===== config.mk =====
export PLATFORM = sky130hd
export DESIGN_NAME = vedic_mul_seq8
export DESIGN_NICKNAME = d
export VERILOG_FILES = /design/src/rtl/vedic_mul_seq8.sv
export SDC_FILE = /design/constraint.sdc
export NUM_CORES = 1
export LEC_CHECK = 0
export ABC_AREA = 1
export BUFFER_PORTS_ARGS = -buffer_cell sky130_fd_sc_hd__buf_2
export CORE_MARGIN = 5
export CORE_UTILIZATION = 45
export CTS_BUF_LIST = sky130_fd_sc_hd__clkbuf_16
export CTS_CLUSTER_DIAMETER = 100
export DETAILED_ROUTE_END_ITERATION = 8
export GPL_TIMING_DRIVEN = 0
export REMOVE_ABC_BUFFERS = 1
export SYNTH_ARGS = -nofsm -noshare
export SYNTH_HDL_FRONTEND = slang
export SYNTH_HIERARCHICAL = 1
export SYNTH_SLANG_ARGS = --single-unit

===== constraint.sdc =====
create_clock -name clk -period 4.72 [get_ports clk]
set_input_delay 0.944 -clock clk [delete_from_list [all_inputs] [get_ports clk]]
set_output_delay 0.944 -clock clk [all_outputs]
set_load 0.02 [all_outputs]

===== src/rtl/vedic_mul_seq8.sv =====
// vedic_mul_seq8 -- sequential 8x8 unsigned multiplier built from a single
// 4x4 Vedic (Urdhva-Tiryagbhyam) multiplier reused over four cycles.
//
// Ports:
//   clk        single clock, rising-edge
//   rst        synchronous, active-high reset
//   in_valid   A/B presented for multiplication
//   in_ready   block can accept operands this cycle (IDLE only)
//   A, B       8-bit unsigned operands
//   out_valid  P holds a completed product (DONE only)
//   out_ready  consumer accepts P this cycle
//   P          16-bit unsigned product (tracks the accumulator in all states)
//   busy       high while partial products are being accumulated
//
// Also contains the leaf multipliers vedic_mul_bit2 (2x2) and vedic_mul_bit4 (4x4).

// 2x2 -> 4-bit Vedic multiplier: vertical and crosswise bit products.
module vedic_mul_bit2 (
    input  logic [1:0] a,
    input  logic [1:0] b,
    output logic [3:0] p
);
    logic cross_a1b0;
    logic cross_a0b1;
    logic c1;

    assign cross_a1b0 = a[1] & b[0];
    assign cross_a0b1 = a[0] & b[1];
    assign c1         = cross_a1b0 & cross_a0b1;

    assign p[0] = a[0] & b[0];
    assign p[1] = cross_a1b0 ^ cross_a0b1;
    assign p[2] = (a[1] & b[1]) ^ c1;
    assign p[3] = (a[1] & b[1]) & c1;
endmodule

// 4x4 -> 8-bit Vedic multiplier composed of four 2x2 blocks.
module vedic_mul_bit4 (
    input  logic [3:0] a,
    input  logic [3:0] b,
    output logic [7:0] p
);
    logic [3:0] q_ll;
    logic [3:0] q_hl;
    logic [3:0] q_lh;
    logic [3:0] q_hh;

    vedic_mul_bit2 u_ll (.a(a[1:0]), .b(b[1:0]), .p(q_ll));
    vedic_mul_bit2 u_hl (.a(a[3:2]), .b(b[1:0]), .p(q_hl));
    vedic_mul_bit2 u_lh (.a(a[1:0]), .b(b[3:2]), .p(q_lh));
    vedic_mul_bit2 u_hh (.a(a[3:2]), .b(b[3:2]), .p(q_hh));

    // Max 15*15 = 225, so the 8-bit sum never overflows.
    assign p = {4'b0000, q_ll}
             + {2'b00, q_hl, 2'b00}
             + {2'b00, q_lh, 2'b00}
             + {q_hh, 4'b0000};
endmodule

module vedic_mul_seq8 (
    input  logic        clk,
    input  logic        rst,
    input  logic        in_valid,
    output logic        in_ready,
    input  logic [7:0]  A,
    input  logic [7:0]  B,
    output logic        out_valid,
    input  logic        out_ready,
    output logic [15:0] P,
    output logic        busy
);
    typedef enum logic [1:0] {
        IDLE = 2'd0,
        MUL  = 2'd1,
        DONE = 2'd2
    } state_t;

    state_t      state_q;
    state_t      state_d;
    logic [7:0]  a_q;
    logic [7:0]  b_q;
    logic [15:0] acc_q;
    logic [1:0]  step_q;

    logic [3:0]  pa;
    logic [3:0]  pb;
    logic [7:0]  pp;
    logic [15:0] pp_shifted;

    // step[1] selects the A nibble, step[0] the B nibble:
    // 0: Alo*Blo, 1: Alo*Bhi, 2: Ahi*Blo, 3: Ahi*Bhi.
    assign pa = step_q[1] ? a_q[7:4] : a_q[3:0];
    assign pb = step_q[0] ? b_q[7:4] : b_q[3:0];

    vedic_mul_bit4 u_mul4 (.a(pa), .b(pb), .p(pp));

    always_comb begin
        pp_shifted = '0;
        case (step_q)
            2'd0:    pp_shifted = {8'h00, pp};
            2'd3:    pp_shifted = {pp, 8'h00};
            default: pp_shifted = {4'h0, pp, 4'h0};
        endcase
    end

    always_comb begin
        state_d   = state_q;
        in_ready  = 1'b0;
        out_valid = 1'b0;
        busy      = 1'b0;
        case (state_q)
            IDLE: begin
                in_ready = 1'b1;
                if (in_valid) state_d = MUL;
            end
            MUL: begin
                busy = 1'b1;
                if (step_q == 2'd3) state_d = DONE;
            end
            DONE: begin
                out_valid = 1'b1;
                if (out_ready) state_d = IDLE;
            end
            default: state_d = IDLE;
        endcase
    end

    always_ff @(posedge clk) begin
        if (rst) begin
            state_q <= IDLE;
            a_q     <= '0;
            b_q     <= '0;
            acc_q   <= '0;
            step_q  <= '0;
        end else begin
            state_q <= state_d;
            case (state_q)
                IDLE: begin
                    if (in_valid) begin
                        a_q    <= A;
                        b_q    <= B;
                        acc_q  <= '0;
                        step_q <= '0;
                    end
                end
                MUL: begin
                    acc_q  <= acc_q + pp_shifted;
                    step_q <= step_q + 2'd1;
                end
                default: ;
            endcase
        end
    end

    assign P = acc_q;
endmodule


## Yosys cells after proc, flatten, opt, wreduce, memory -nomap -nowiden

Index checks and enable logic that the tools add are counted.

- Bits in registers: 36
- Latch bits: 0
- Memory bits (writable): 0
- Memory bits (read-only): 0
- Bits of input ports: 20
- Output and inout bits: 19
- Logic and storage cells: 68
- Memories kept: 0

- Add/subtract/negate cells: 5
- $mul: 0
- Divide/modulo/power cells: 0
- Order comparisons: 0
- Equal/unequal tests: 6
- Shifts and indexed selects: 0
- Multiplexer cells: 14
- Bitwise logic cells: 32
- Reductions and logical operators: 6

Operator list:

| operator | number |
|---|---|
| $pmux 16 s2 | 2 |
| $and 1x1->1 | 24 |
| $add 16x16->16 | 1 |
| $mux 16 | 1 |
| $add 8x6->8 | 1 |
| $add 8x8->8 | 1 |
| $mux 2 | 4 |
| $mux 4 | 2 |
| $xor 1x1->1 | 8 |
| $add 4x6->7 | 1 |
| $ne 2x2->1 const B | 3 |
| $pmux 2 s3 | 1 |
| $eq 2x2->1 const B | 2 |
| $logic_not 2->1 | 2 |
| $pmux 2 s2 | 1 |
| $reduce_and 2->1 | 2 |
| $mux 1 | 3 |
| $reduce_and 3->1 | 1 |
| $add 2x1->2 const B | 1 |
| $eq 2x1->1 const B | 1 |
| $reduce_bool 2->1 | 1 |

## Longest topological paths before layout

- Depth after elaboration: 10
- Mapped depth: 31
- Mapped depth without buffers: 31

## Modules after synthesis

Netlist, hierarchy kept.

By module, submodules not included:

| module | instances | cells each | area an instance (µm²) | sequential area each (µm²) |
|---|---|---|---|---|
| vedic_mul_seq8 | 1 | 398 | 2542.4 | 720.7 |
| vedic_mul_bit4 | 1 | 37 | 269.0 | 0.0 |
| vedic_mul_bit2 | 4 | 10 | 55.1 | 0.0 |

## Worst setup path before layout

No wires, ideal clock.

- Path type: register -> register
- Start point: reg step_q[1]
- End point: reg acc_q[8], in the netlist P[8]
- Library setup time: 123 ps
- Arrival: 3667 ps
- Data required time: 4597 ps
- Path slack: 930 ps
- Stages on the path, launching flop included: 28
- Path buffers: 0
- Period minus slack after synthesis: 3790 ps
- Cell sequence: dfxtp_1 > inv_1 > nand2_1 > nand2_1 > nand2_1 > inv_1 > ha_1 > ha_1 > fa_1 > inv_1 > fa_1 > inv_1 > nand2_1 > nand2_1 > nand2_1 > nand2_1 > nand2_1 > inv_1 > o22ai_1 > ha_1 > nand2_1 > inv_1 > nand2_1 > nand2_1 > a21oi_1 > or2_2 > nand3_1 > a21oi_2

- Cells in the longest elaborated chain, start to end: 10
- Elaborated cells on any way between the ends: 41
- Classes of those cells: add/sub: 4; eq/ne: 1; mux: 3; bitwise: 32; reduce/logical: 1

RTL lines:

| element | RTL line | text |
|---|---|---|
| start: declaration | 83 | `logic [1:0] step_q;` |
| start signal: assignment | 148 | `step_q <= step_q + 2'd1;` |
| $mux 4 * | 92 | `assign pa = step_q[1] ? a_q[7:4] : a_q[3:0];` |
| named net pa[3] | 85 | `logic [3:0] pa;` |
| $and 1x1->1 | 27 | `assign cross_a1b0 = a[1] & b[0];` |
| $and 1x1->1 | 29 | `assign c1 = cross_a1b0 & cross_a0b1;` |
| $xor 1x1->1 * | 33 | `assign p[2] = (a[1] & b[1]) ^ c1;` |
| named net u_mul4.q_hl[2] | 44 | `logic [3:0] q_hl;` |
| $add 4x6->7 * | 55 | `+ {2'b00, q_hl, 2'b00}` |
| $add 8x6->8 * | 56 | `+ {2'b00, q_lh, 2'b00}` |
| $add 8x8->8 * | 57 | `+ {q_hh, 4'b0000};` |
| named net pp[7] | 87 | `logic [7:0] pp;` |
| $pmux 16 s2 * | 99 | `case (step_q)` |
| $add 16x16->16 * | 147 | `acc_q <= acc_q + pp_shifted;` |
| $pmux 16 s2 * | 137 | `case (state_q)` |
| end signal: assignment | 147 |  |
| end: declaration | 82 | `logic [15:0] acc_q;` |

The timed path passes the listed nets; every way through them passes the cells marked *.
A chain may end at the register's enable or synchronous reset.

## Worst setup path after layout

- Start point: reg step_q[1]
- End point: reg acc_q[8], in the netlist P[8]

- Cells in the longest elaborated chain, start to end: 10
- Elaborated cells on any way between the ends: 41
- Classes of those cells: add/sub: 4; eq/ne: 1; mux: 3; bitwise: 32; reduce/logical: 1

RTL lines:

| element | RTL line | text |
|---|---|---|
| $mux 4 * | 92 |  |
| named net pa[1] | 85 |  |
| $and 1x1->1 | 27 |  |
| $and 1x1->1 | 29 |  |
| $xor 1x1->1 * | 33 |  |
| named net u_mul4.q_ll[2] | 43 | `logic [3:0] q_ll;` |
| $add 4x6->7 * | 55 |  |
| $add 8x6->8 * | 56 |  |
| $add 8x8->8 * | 57 |  |
| named net pp[7] | 87 |  |
| $pmux 16 s2 * | 99 |  |
| $add 16x16->16 * | 147 |  |
| $pmux 16 s2 * | 137 |  |

Marked as above.

==> key figures <==
Run status
  – Status: finished, final reports clean

Drt
  – Initial DRT Pass Iterations: 4
  – Routed via count: around 2900
  – DRC: 0
  – Via density: 4.85
  – DR iter-0 viols: ~110
  – Final antenna-violating net count: 0
  – Wire per inst: 12.1 um
  – Routed WL: between 7000 and 8000 um

Worst setup path
  – Worst setup path end: P[8]
  – FF-to-FF path depth: 29
  – Worst Setup SP: step_q[1]
  – CP endpoint kind: flip-flop
  – Worst EP arrival: around 4500 ps
  – Critical path's slowest cell: fa_1
  – Setup crit start kind: flip-flop
  – End of the worst register-to-register path: P[8]
  – Setup CP Type: reg -> reg
  – Worst R2R Setup Slack: about 420 ps
  – Max incr delay on CP: 420 ps
  – Critical Path RT: a little under 5000 ps
  – Worst Path Max Fanout: 7
  – Most used cell, CP: nand2_1
  – Reg-to-Reg Start: step_q[1]

Power and ir drop
  – PD cells: approximately 240 mW/mm^2
  – Worst IR Drop VDD: ~170 uV
  – Design Power: around 840 uW
  – Leakage: about 0.0019 uW

Final layout
  – Filler cell count: between 700 and 800
  – Register area: roughly 730 sq um
  – Diodes inserted: 0
  – Design area: about 0.0035 sq mm
  – Area growth from synthesis to layout: 14.0%
  – Share of post-route cells with drive strength above 1: 14.8%
  – Final Non-Filler Cells: 594
  – Multi-input gate area: approximately 0.0019 sq mm
  – Post-layout net count: 570

Timing
  – Period minus WS final: between 4000 and 5000 ps
  – Worst slew margin: ~46%
  – Setup TNS: 0 ps
  – Clock skew: between 4 and 5 ps
  – Fmax: 233 MHz
  – Final Hold Viols: 0
  – Worst-Margin Slew: approximately 810 ps
  – Crit share post-route: slightly above 90%
  – RSZ-0062 raised after global routing: false
  – Final setup fails: 0
  – Final Max Slew Viols: 0

Clock network
  – Clk pin slew, worst setup/hold paths: ~60 ps
  – CTS Buffer Depth: 2
  – Inserted Clock Buffers: 5
  – Clk sinks: 36
  – Skew-Pair Late Insertion Delay: a little under 300 ps
  – CTS tree: done
  – H-tree levels: 2
  – Hold_buf cts: 0
  – Root Buffer: clkbuf_16

Yosys
  – Distinct cells, synth: 33
  – Average size of a mapped cell: 6.38 sq um
  – Cells after Synth: approximately 480
  – Synthesized area: 0.00303 sq mm
  – Post-synth ARST share: 0%
  – Post-synth EDFFs: 0
  – Most used DFF post-synth: dfxtp_1
  – Number of synthesized register bits: 36
  – Yosys warnings: 6
  – Part of the Yosys area used for sequential elements: a little under a quarter

Floorplanning
  – DIE HEIGHT: between 90 and 100 um
  – Core area: 0.00668 sq mm
  – Initial Util: 45.4%
  – Site row count: 30
  – Die X: about 92 um
  – Die area: roughly 0.0085 sq mm
  – I/O pin count: 39

Placement
  – Cell Area, Placed: between 0.003 and 0.004 sq mm
  – I/O Buffers: 38
  – Detail Placement HPWL: about 5400 um
  – # placed instances: 585
  – GPL Wtd Cong: around 0.83

Min path
  – Hold Crit Depth: 2
  – Hold crit path type: reg -> reg
  – HP Start: a_q[2]

GRT
  – Number of global-route vias before repair: between 2000 and 3000
  – First-pass GRT wire length: between 10000 and 15000 um
  – Largest net degree at the start of global routing: 37
  – Gr usage total: 17.6%
  – Initial antenna violation count: 0
  – Gr ovfl total: 0

Flow run
  – Max-cap violations: 0
power breakdown:
group / total, uW / internal [uW] / switching [uW]
registers: 324 / 315 / 8.27
logic: 111 / 34.8 / 75.9
clock network: 401 / 251 / 149
total: 835 / 602 / 234
worst min path at each step:
stage	endpoint	slack (ps)
2_1_floorplan	a_q[0]	440
3_3_place_gp	b_q[4]	450
3_5_place_dp	b_q[4]	460
4_1_cts	b_q[4]	470
5_1_grt	a_q[1]	490
6_report	a_q[2]	470
registers in the layout (all words and copies together), names as in the netlist:
register / count
b_q: 8
state_q: 2
step_q: 2
a_q: 8
P: 16
layout make-up:
class	count	share of cell area [%]
multi-input cells	341	55.4
clock buffers	5	3.62
inverters	90	9.99
flip-flops and latches	36	21.0
well taps	80	2.90
clock inverters	3	1.34
repair buffers	39	5.72
kinds of logic after synthesis:
logic type	Yosys count	synth area share [%]
flops	36	23.8
compound gates	62	11.8
xor+xnor	2	0.578
simple gates	240	33.8
buf+inv	98	13.3
fa+ha+maj	37	16.8
critical path, delay by kind of cell (launching register included):
family | cells | cell delay (ps)
flip-flops | 1 | 390
AND/OR/NAND/NOR | 12 | 1000
AO/OA/AOI/OAI | 3 | 570
adder cells (fa/ha/maj) | 6 | 1730
buffers and inverters | 8 | 550
routing by layer:
layer | GRT usage [%] | up-vias | part of all wire (%)
met4 | 4.46 | 0 | 1.0
met3 | 3.45 | 6 | 4.4
met2 | 28.0 | 52 | 44
met1 | 24.5 | 1272 | 50
li1 | - | 1551 | -
met5 | 0 | - | 0
Yosys cell counts (2+ instances only):
library cell	instances	share of area (%)
clkbuf_1	3	0.37
nand4_1	2	0.41
nand3_1	23	3.8
nand2_1	175	22
inv_1	87	11
o22ai_1	8	1.7
nand2_2	7	1.4
nor2_1	17	2.1
a21oi_2	9	2.6
or2_1	4	0.83
or2_2	2	0.41
fa_1	6	4.0
dfxtp_1	36	24
nand3b_1	2	0.50
a21oi_1	38	6.3
o21ai_0	5	0.83
nor3_1	3	0.50
ha_1	31	13
buf_2	3	0.50
through the flow:
step	setup WS, ps	utilization, %	hold WS, ps
after floorplan	922	-	439
after CTS	209	51.4	466
after detailed placement	274	48.9	456
final	423	51.7	465
after global routing	33.8	51.7	487
after global placement	325	48.9	452
placed cells by master (no fill, tap or decap), drive strengths merged, types with 2 or more instances in the layout:
| master | n |
|---|---|
| nand2 | 183 |
| inv | 90 |
| a21oi | 47 |
| buf | 39 |
| dfxtp | 36 |
| ha | 31 |
| nand3 | 23 |
| nor2 | 20 |
| o22ai | 8 |
| fa | 6 |
| or2 | 6 |
| o21ai | 5 |
| clkbuf | 5 |
| nor3 | 3 |
| nand3b | 2 |
| nand4 | 2 |
repair_timing:
action,4_1_cts,5_1_grt
setup endpoints to repair,0,10
setup buffers,0,1
endpoints found under the hold margin,0,0
resized for setup,0,6
Power figures use the tool's default switching activity.
